`config.mk`:
```
export PLATFORM = sky130hd
export DESIGN_NAME = wb_arbiter
export DESIGN_NICKNAME = d
export VERILOG_FILES = /design/src/rtl/mips_pkg.sv /design/src/rtl/wb_fifo.sv /design/src/rtl/wb_arbiter.sv
export SDC_FILE = /design/constraint.sdc
export NUM_CORES = 1
export LEC_CHECK = 0
export CAP_MARGIN = 10
export CORE_AREA = 2 2 139 141
export CTS_CLUSTER_SIZE = 40
export DETAILED_ROUTE_END_ITERATION = 12
export DIE_AREA = 0 0 141 143
export PLACE_DENSITY_LB_ADDON = 0.1
export SYNTH_ARGS = -nofsm -noshare
export SYNTH_HDL_FRONTEND = slang
export SYNTH_HIERARCHICAL = 1
export SYNTH_SLANG_ARGS = --single-unit
export TNS_END_PERCENT = 20
```
`constraint.sdc`:
```
create_clock -name clk -period 2.5 [get_ports clk]
set_input_delay 0.5 -clock clk [delete_from_list [all_inputs] [get_ports clk]]
set_output_delay 0.5 -clock clk [all_outputs]
set_load 0.03 [all_outputs]
```
`src/rtl/mips_pkg.sv`:
```
// Shared register-file constants and the writeback queue entry layout.
package mips_pkg;

  localparam int REG_AW = 5;
  localparam int DATA_W = 32;

  localparam logic [REG_AW-1:0] REG_ZERO = 5'd0;

  // One queued long-latency result: destination, value, and its WAW kill bit.
  typedef struct packed {
    logic [REG_AW-1:0] rd;
    logic [DATA_W-1:0] data;
    logic              kill;
  } wb_entry_t;

endpackage

```
`src/rtl/wb_fifo.sv`:
```
// Long-latency result queue. It holds storage, pointers, count and per-entry
// kill bits. A parallel rd-compare over the live entries serves both the WAW
// squash and the two busy lookups.
module wb_fifo
  import mips_pkg::*;
#(
  parameter int  DEPTH = 4,
  parameter int  AW    = REG_AW,
  parameter int  DW    = DATA_W,
  localparam int PW    = $clog2(DEPTH),
  localparam int CW    = $clog2(DEPTH) + 1
) (
  input  logic          clk,
  input  logic          rst,
  input  logic          push_i,
  input  logic [AW-1:0] push_rd_i,
  input  logic [DW-1:0] push_data_i,
  input  logic          pop_i,
  output logic [AW-1:0] head_rd_o,
  output logic [DW-1:0] head_data_o,
  output logic          head_kill_o,
  input  logic          squash_i,
  input  logic [AW-1:0] squash_rd_i,
  input  logic [AW-1:0] q_rs_i,
  input  logic [AW-1:0] q_rt_i,
  output logic          busy_rs_o,
  output logic          busy_rt_o,
  output logic [CW-1:0] count_o,
  output logic          full_o,
  output logic          empty_o
);

  logic [AW-1:0]    rd_mem   [DEPTH];
  logic [DW-1:0]    data_mem [DEPTH];
  logic [DEPTH-1:0] kill_q, kill_d;
  logic [PW-1:0]    wr_ptr_q, wr_ptr_d;
  logic [PW-1:0]    rd_ptr_q, rd_ptr_d;
  logic [CW-1:0]    count_q, count_d;

  logic [PW-1:0]    off [DEPTH];
  logic [DEPTH-1:0] live;
  logic [DEPTH-1:0] match_sq, match_rs, match_rt;

  // Live-slot mask from distance to the head, plus the parallel rd compares.
  always_comb begin
    live     = '0;
    match_sq = '0;
    match_rs = '0;
    match_rt = '0;
    for (int i = 0; i < DEPTH; i++) begin
      off[i]      = PW'(i) - rd_ptr_q;
      live[i]     = {1'b0, off[i]} < count_q;
      match_sq[i] = live[i] && (rd_mem[i] == squash_rd_i);
      match_rs[i] = live[i] && !kill_q[i] && (rd_mem[i] == q_rs_i);
      match_rt[i] = live[i] && !kill_q[i] && (rd_mem[i] == q_rt_i);
    end
  end

  // A popping entry is still live here, a pushing one is not yet.
  assign busy_rs_o = (q_rs_i != AW'(REG_ZERO)) && (|match_rs);
  assign busy_rt_o = (q_rt_i != AW'(REG_ZERO)) && (|match_rt);

  assign head_rd_o   = rd_mem[rd_ptr_q];
  assign head_data_o = data_mem[rd_ptr_q];
  assign head_kill_o = kill_q[rd_ptr_q];

  assign count_o = count_q;
  assign full_o  = (count_q == CW'(DEPTH));
  assign empty_o = (count_q == '0);

  // Next pointers/count/kill; the pushed slot's kill clear overrides the squash.
  always_comb begin
    kill_d   = kill_q;
    wr_ptr_d = wr_ptr_q;
    rd_ptr_d = rd_ptr_q;
    if (squash_i) begin
      kill_d = kill_q | match_sq;
    end
    if (pop_i) begin
      rd_ptr_d = rd_ptr_q + PW'(1);
    end
    if (push_i) begin
      kill_d[wr_ptr_q] = 1'b0;
      wr_ptr_d         = wr_ptr_q + PW'(1);
    end
    count_d = count_q + CW'(push_i) - CW'(pop_i);
  end

  // Control state: pointers, count and kill bits.
  always_ff @(posedge clk or posedge rst) begin
    if (rst) begin
      kill_q   <= '0;
      wr_ptr_q <= '0;
      rd_ptr_q <= '0;
      count_q  <= '0;
    end else begin
      kill_q   <= kill_d;
      wr_ptr_q <= wr_ptr_d;
      rd_ptr_q <= rd_ptr_d;
      count_q  <= count_d;
    end
  end

  // Entry payload storage; validity comes from the count so no reset needed.
  always_ff @(posedge clk) begin
    if (push_i) begin
      rd_mem[wr_ptr_q]   <= push_rd_i;
      data_mem[wr_ptr_q] <= push_data_i;
    end
  end

endmodule

```
`src/rtl/wb_arbiter.sv`:
```
// Register-file write-port producer. The in-order pipeline result always wins
// the port; queued long-latency results drain in bubbles. Pipeline writes kill
// older queued writes to the same register so the younger value survives.
module wb_arbiter
  import mips_pkg::*;
#(
  parameter int  DEPTH = 4,
  parameter int  AW    = REG_AW,
  parameter int  DW    = DATA_W,
  localparam int CW    = $clog2(DEPTH) + 1
) (
  input  logic          clk,
  input  logic          rst,
  input  logic          p_valid,
  input  logic [AW-1:0] p_rd,
  input  logic [DW-1:0] p_data,
  input  logic          m_valid,
  output logic          m_ready,
  input  logic [AW-1:0] m_rd,
  input  logic [DW-1:0] m_data,
  output logic          regwrite,
  output logic [AW-1:0] rd,
  output logic [DW-1:0] writedata,
  input  logic [AW-1:0] q_rs,
  input  logic [AW-1:0] q_rt,
  output logic          busy_rs,
  output logic          busy_rt,
  output logic [CW-1:0] fifo_count
);

  logic          push, pop, squash;
  logic          full, empty;
  logic [AW-1:0] head_rd;
  logic [DW-1:0] head_data;
  logic          head_kill;

  logic          armed_q;
  logic          regwrite_q, regwrite_d;
  logic [AW-1:0] rd_q, rd_d;
  logic [DW-1:0] wdata_q, wdata_d;

  // Ready stays low through reset and comes up one clock after release.
  assign m_ready = armed_q && !full;
  assign push    = m_valid && m_ready;
  assign pop     = !p_valid && !empty;
  assign squash  = p_valid && (p_rd != AW'(REG_ZERO));

  wb_fifo #(
    .DEPTH (DEPTH),
    .AW    (AW),
    .DW    (DW)
  ) u_fifo (
    .clk         (clk),
    .rst         (rst),
    .push_i      (push),
    .push_rd_i   (m_rd),
    .push_data_i (m_data),
    .pop_i       (pop),
    .head_rd_o   (head_rd),
    .head_data_o (head_data),
    .head_kill_o (head_kill),
    .squash_i    (squash),
    .squash_rd_i (p_rd),
    .q_rs_i      (q_rs),
    .q_rt_i      (q_rt),
    .busy_rs_o   (busy_rs),
    .busy_rt_o   (busy_rt),
    .count_o     (fifo_count),
    .full_o      (full),
    .empty_o     (empty)
  );

  // Write-port selection: pipeline first, then queue head, else idle hold.
  always_comb begin
    regwrite_d = 1'b0;
    rd_d       = rd_q;
    wdata_d    = wdata_q;
    if (p_valid) begin
      regwrite_d = (p_rd != AW'(REG_ZERO));
      rd_d       = p_rd;
      wdata_d    = p_data;
    end else if (!empty) begin
      regwrite_d = (head_rd != AW'(REG_ZERO)) && !head_kill;
      rd_d       = head_rd;
      wdata_d    = head_data;
    end
  end

  // Output register and the post-reset ready enable.
  always_ff @(posedge clk or posedge rst) begin
    if (rst) begin
      armed_q    <= 1'b0;
      regwrite_q <= 1'b0;
      rd_q       <= '0;
      wdata_q    <= '0;
    end else begin
      armed_q    <= 1'b1;
      regwrite_q <= regwrite_d;
      rd_q       <= rd_d;
      wdata_q    <= wdata_d;
    end
  end

  assign regwrite  = regwrite_q;
  assign rd        = rd_q;
  assign writedata = wdata_q;

endmodule

```
==> metrics <==
initial antenna violation count=0; Post-Syn Instances=about 540; final WL=around 19000 µm; final count of pins violating max slew=0; first-pass iteration count of the detailed router=4; most common cell after layout, fill and taps aside=edfxtp_1; Sequential Area=~5700 µm²; grt total ovfl=0; height of the die=143 µm; CTS Sinks=~200; Final Skew=roughly 16 ps; post-synthesis adder-cell area fraction=~1.7%; via count=4949; RD Place Congestion=approximately 0.82; ANT cells=0; Synth Area in Compound Gates=between 3 and 4%; synthesized area per cell=about 16 µm²; number of DRC markers in iteration 0=331; vias in the first global route=5353; warnings from Yosys=6; Nets=between 700 and 800; num ports=about 130; Clock Tree Buf Depth=2; xor/xnor share of the synthesized area=under 10%; post-synthesis mux area share=14.3%; Detail Placement HPWL=approximately 13000 µm; area grow syn2layout=28.5%; row cnt=50; largest net degree at the start of global routing=just under 80; Post-Syn Area=around 8600 µm²; Via-to-Cell Ratio=5.28; worst skew pair latency=430 ps; main combinational cell family by area after synthesis=multiplexers; simple-gate share of the synthesized area=under 10%; arrival time worst endpoint=between 2000 and 2500 ps; Global Route Usage Sum=between 15 and 20%; global-route wire length before repair=between 20000 and 30000 µm; CP Launch Type=flop; Tmin final=2940 ps; Worst Slack Setup Final=-438 ps; CTS tree=built; critical path class=flop to output pin; setup TNS=-858 ps; peak supply drop=about 0.51 mV; Mapped Nets=643; Max-Cap Viols=0; register area share after synthesis=66.2%; Residual DRC=0; fin crit share=118%; final core utilization=just under 60%; Critical Path Fanout Max=2; Critical Path RT=2000 ps; hold_ws=slightly below 400 ps; number of flops mapped to enable cells by yosys=148; share of layout cells above drive strength 1=~17%; ys flop type=edfxtp_1; Filler cells=around 1400; Root Buffer=clkbuf_16; CTS Buf Count=17; # port buffers=roughly 130; synth unique cells=37; PD cells=between 1000 and 1500 nW/µm²; final hold viol count=0; most frequent cells in the layout=edfxtp_1 (148), clkdlybuf4s50_1 (127), dfrtp_1 (48), nand2_1 (41), o21ai_0 (39); crit end category=output pin; Routed WL per cell=between 20 and 25 µm; Routed Antenna Nets=0; Slew headroom=about 52%; die width=141 µm; register bit total from synthesis=about 200; Post-synth ARST share=approximately 25%; Worst-path clk slew=roughly 80 ps; Lkg Pwr=3.88 nW; fmax=approximately 340 MHz; status=complete, but fails checks; area of the multi-input gates=approximately 2700 µm²; H-tree lvl count=4; Slew @ Worst Pin=approximately 720 ps; Setup violations, final=2; violated checks=negative setup slack; initial core utilization=between 40% and 50%; core outline area=roughly 19000 µm²; die area=20200 µm²; hold crit path type=input pin to async pin; RSZ-0062 raised after global routing=true
==> what timing repair did <==
item / 4_1_cts / 5_1_grt
buffers inserted: 0 / 1
gates resized for setup: 4 / 7
pin swaps: 2 / 3
hold buffers: 0 / 0
endpoints found under the setup margin: 3 / 24
==> final cells by class <==
type | instances | area share [%]
clock buffers | 18 | 3.88
clock inverters | 14 | 1.86
inverters | 14 | 0.476
multi-input cells | 297 | 24.8
flip-flops and latches | 198 | 51.6
well taps | 234 | 2.65
repair buffers | 162 | 14.7
==> path summary, 6_finish.rpt <==
path	startpoint	to	slack [ps]	depth (start not counted)
max	u_fifo/rd_ptr_q[0]$_DFFE_PP0P_	busy_rs	-440	9
max in group asynchronous	rst	rd[2]$_DFFE_PP0P_	1620	3
min reg2reg	u_fifo/wr_ptr_q[0]$_DFFE_PP0P_	u_fifo/wr_ptr_q[0]$_DFFE_PP0P_	540	1
max reg2reg	u_fifo/rd_ptr_q[0]$_DFFE_PP0P_	regwrite$_DFF_PP0_	210	6
min in group clk	p_valid	u_fifo/rd_ptr_q[1]$_DFFE_PP0P_	420	4
min	rst	writedata[22]$_DFFE_PP0P_	400	2
==> flip-flops by register name (all words and copies together) (netlist names) <==
signal	count
armed_q	1
rd	5
regwrite	1
u_fifo/count_o	3
u_fifo/data_mem	128
u_fifo/kill_q	4
u_fifo/rd_mem	20
u_fifo/rd_ptr_q	2
u_fifo/wr_ptr_q	2
writedata	32
==> metrics by stage <==
step,setup WS [ps],power [mW],instances,instance area (µm²)
final,-438,11.4,937,11000
after global routing,-579,12.0,937,11000
after CTS,-501,11.5,936,11000
after detailed placement,-138,8.59,904,10400
after global placement,-93.1,8.52,904,10400
after floorplan,-184,7.14,544,8640
==> cells by family (layout without fill, tap and decap cells) <==
kind of cell,count (synthesis),after routing
flip-flops,198,198
AND/OR/NAND/NOR,85,85
multiplexers,75,75
XOR/XNOR,66,66
AO/OA/AOI/OAI,59,59
buffers and inverters,49,208
adder cells (fa/ha/maj),11,11
other,1,1
==> critical path, cell delays in order, from the launching register on <==
cell and delay (ps):
dfrtp_4 490, xnor2_2 180, inv_2 70, ha_4 210, nor2b_1 120, a221o_1 380
nor4_2 170, a21oi_1 90, a21oi_2 170, buf_6 140
==> metal layers <==
layer  share of wire (%)  GRT usage, %  vias up
met4                 1.4          5.84        0
met1                  43          26.4     2481
met3                 5.6          4.36       17
met5                   0             0        -
met2                  50          33.3      136
li1                    -             -     2315
==> Yosys cell counts, types with 6 or more instances <==
library cell | instances | area share, %
edfxtp_1 | 148 | 52
dfrtp_1 | 50 | 15
nand2_1 | 41 | 1.8
o21ai_0 | 39 | 2.3
mux4_2 | 38 | 10
xnor2_1 | 38 | 3.9
mux2i_1 | 37 | 4.3
xor2_1 | 28 | 2.9
clkbuf_1 | 20 | 0.87
inv_1 | 14 | 0.61
a21oi_1 | 10 | 0.58
ha_1 | 10 | 1.5
nor3_1 | 9 | 0.52
buf_2 | 8 | 0.47
nand3_1 | 7 | 0.41
nor2_1 | 6 | 0.26
nor4_1 | 6 | 0.44
==> where the power goes <==
| group | total (mW) | internal [mW] | switching (mW) |
|---|---|---|---|
| Sequential | 4.44 | 4.11 | 0.332 |
| Clock | 2.85 | 1.55 | 1.30 |
| Combinational | 4.10 | 1.97 | 2.13 |
Power figures use the tool's default switching activity.
==> variant, RTL diff (same flow settings) <==
`REG_AW`: 5 -> 4.
--- a/src/rtl/mips_pkg.sv
+++ b/src/rtl/mips_pkg.sv
@@ -2,5 +2,5 @@
 package mips_pkg;
 
-  localparam int REG_AW = 5;
+  localparam int REG_AW = 4;
   localparam int DATA_W = 32;
 
Ports: changed (5 resized); port bits go from 132 to 127. The function was not compared with the original's and may differ.
==> variant against the original RTL <==
  * The flow still finishes with violations (setup timing)
  * Final area down 3.5%
  * Power is 0.71% higher
  * Setup slack better by 0.17 ns
  * Sequential power fell by 2%
  * Sequential cell count down 5
  * Routed wire length down 4.7%
  * Sequential share of layout area rose by 0.49 points
  * Synthesized area shrank 2.7%
  * Critical path depth shrank 1
  * Synthesized cell count decreased by 6.6%
  * Core utilization down 2.1 points
  * First-iteration DRC count decreased by 41%
  * Largest power group is now combinational logic
==> variant: results (changes against the original RTL) <==
| Metric | Value |
|---|---|
| Commonest cells post-synth | edfxtp_1, dfrtp_1, xor2_1, nand2_1 |
| P per Cell Area | 1080 mW/mm^2 (+4.4%) |
| FFs w/ async S/R, synth | 25.4% (+0.14 points) |
| Number of global-route vias before repair | 5,153 (-3.7%) |
| # diodes | 1 (+1) |
| CP max stage delay | 0.43 ns (-0.06 ns) |
| Clock-cell share | 5.76% (+0.021 points) |
| Fraction of area in registers | 52.1% (+0.49 points) |
| Routed length on met1 | 7640 um (-6.5%) |
| Netlist cell types | 35 (-5.4%) |
| Sequential share of the synthesized area | 66.4% (+0.13 points) |
| Final setup viols | 2 (unchanged) |
| Via Count | 4,741 (-4.2%) |
| Register-to-register setup slack | 0.28 ns (+0.07 ns) |
| Clock Skews | 0.00749 ns (-0.00834 ns) |
| Initial antenna violation count | 1 (+1) |
| Failing checks | setup timing |
| Psw | 3.75 mW (-0.51%) |
| Cell Count, Final, Fillers Out | 893 (-4.7%) |
| P_leak | 3.79 nW (-2.5%) |
| Avg WL per Cell | 20.3 um (about the same) |
| Routed wl met2 | 9180 um (-3.5%) |
| Seq pwr share | 37.7% (-1.3 points) |
| Routing usage on met1 | 24.0% (-2.4 points) |
| Sinks on Clock Net | 193 (-2.5%) |
| Nets | 740 (-6.2%) |
| GRT met2 Usage | 33.0% (-0.26 points) |
| EDFF count, synth | 144 (-2.7%) |
| Hold Crit Class | input pin to flop |
| Outcome | finished with violations |
| Placed cells | 858 (-5.1%) |
| Port bufs | 126 (-3.8%) |
| GP Congestion | 0.835 (+1.7%) |
| Layout cells sized above 1 | 18.1% (+0.73 points) |
| Worst r2r dst | writedata[4] |
| Signal buf overhead | 14.1% (-0.56 points) |
| Slew headroom | 50.9% (-0.80 points) |
| Met3 Use GR | 4.73% (+0.37 points) |
| P_comb | 4.34 mW (+5.9%) |
| Fillers | 1,433 (+0.28%) |
| Fin worst setup slack | -0.269 ns (+0.169 ns) |
-- variant: cell count changes in the layout (fill, tap and decap cells not counted), moves of 6 or more --
cell | before | now
o21ai_0 | 39 | 1
o21ai_1 | 1 | 37
xnor2_1 | 37 | 7
xor2_1 | 28 | 46
nand3_1 | 7 | 0
buf_4 | 23 | 17
-- variant: kinds of logic after synthesis --
| family | Yosys count | synth area share (%) |
|---|---|---|
| compound gates | 61 | 4.53 |
| simple gates | 70 | 4.16 |
| buf+inv | 45 | 3.22 |
| fa+ha+maj | 11 | 1.74 |
| other cells | 1 | 0.0448 |
| mux | 73 | 14.3 |
| flops | 193 | 66.4 |
| xor+xnor | 54 | 5.66 |
-- variant: what timing repair did --
action	in CTS	in global routing
setup endpoints to repair	2	3
pin swaps	6	9
gates resized for setup	4	11
buffers inserted	0	2
-- variant: stage by stage --
stage	util (%)	instance area, sq um
finish	57.4	10700
floorplan	-	8370
global placement	53.5	9950
detailed placement	53.5	9950
global route	57.4	10700
CTS	57.0	10600
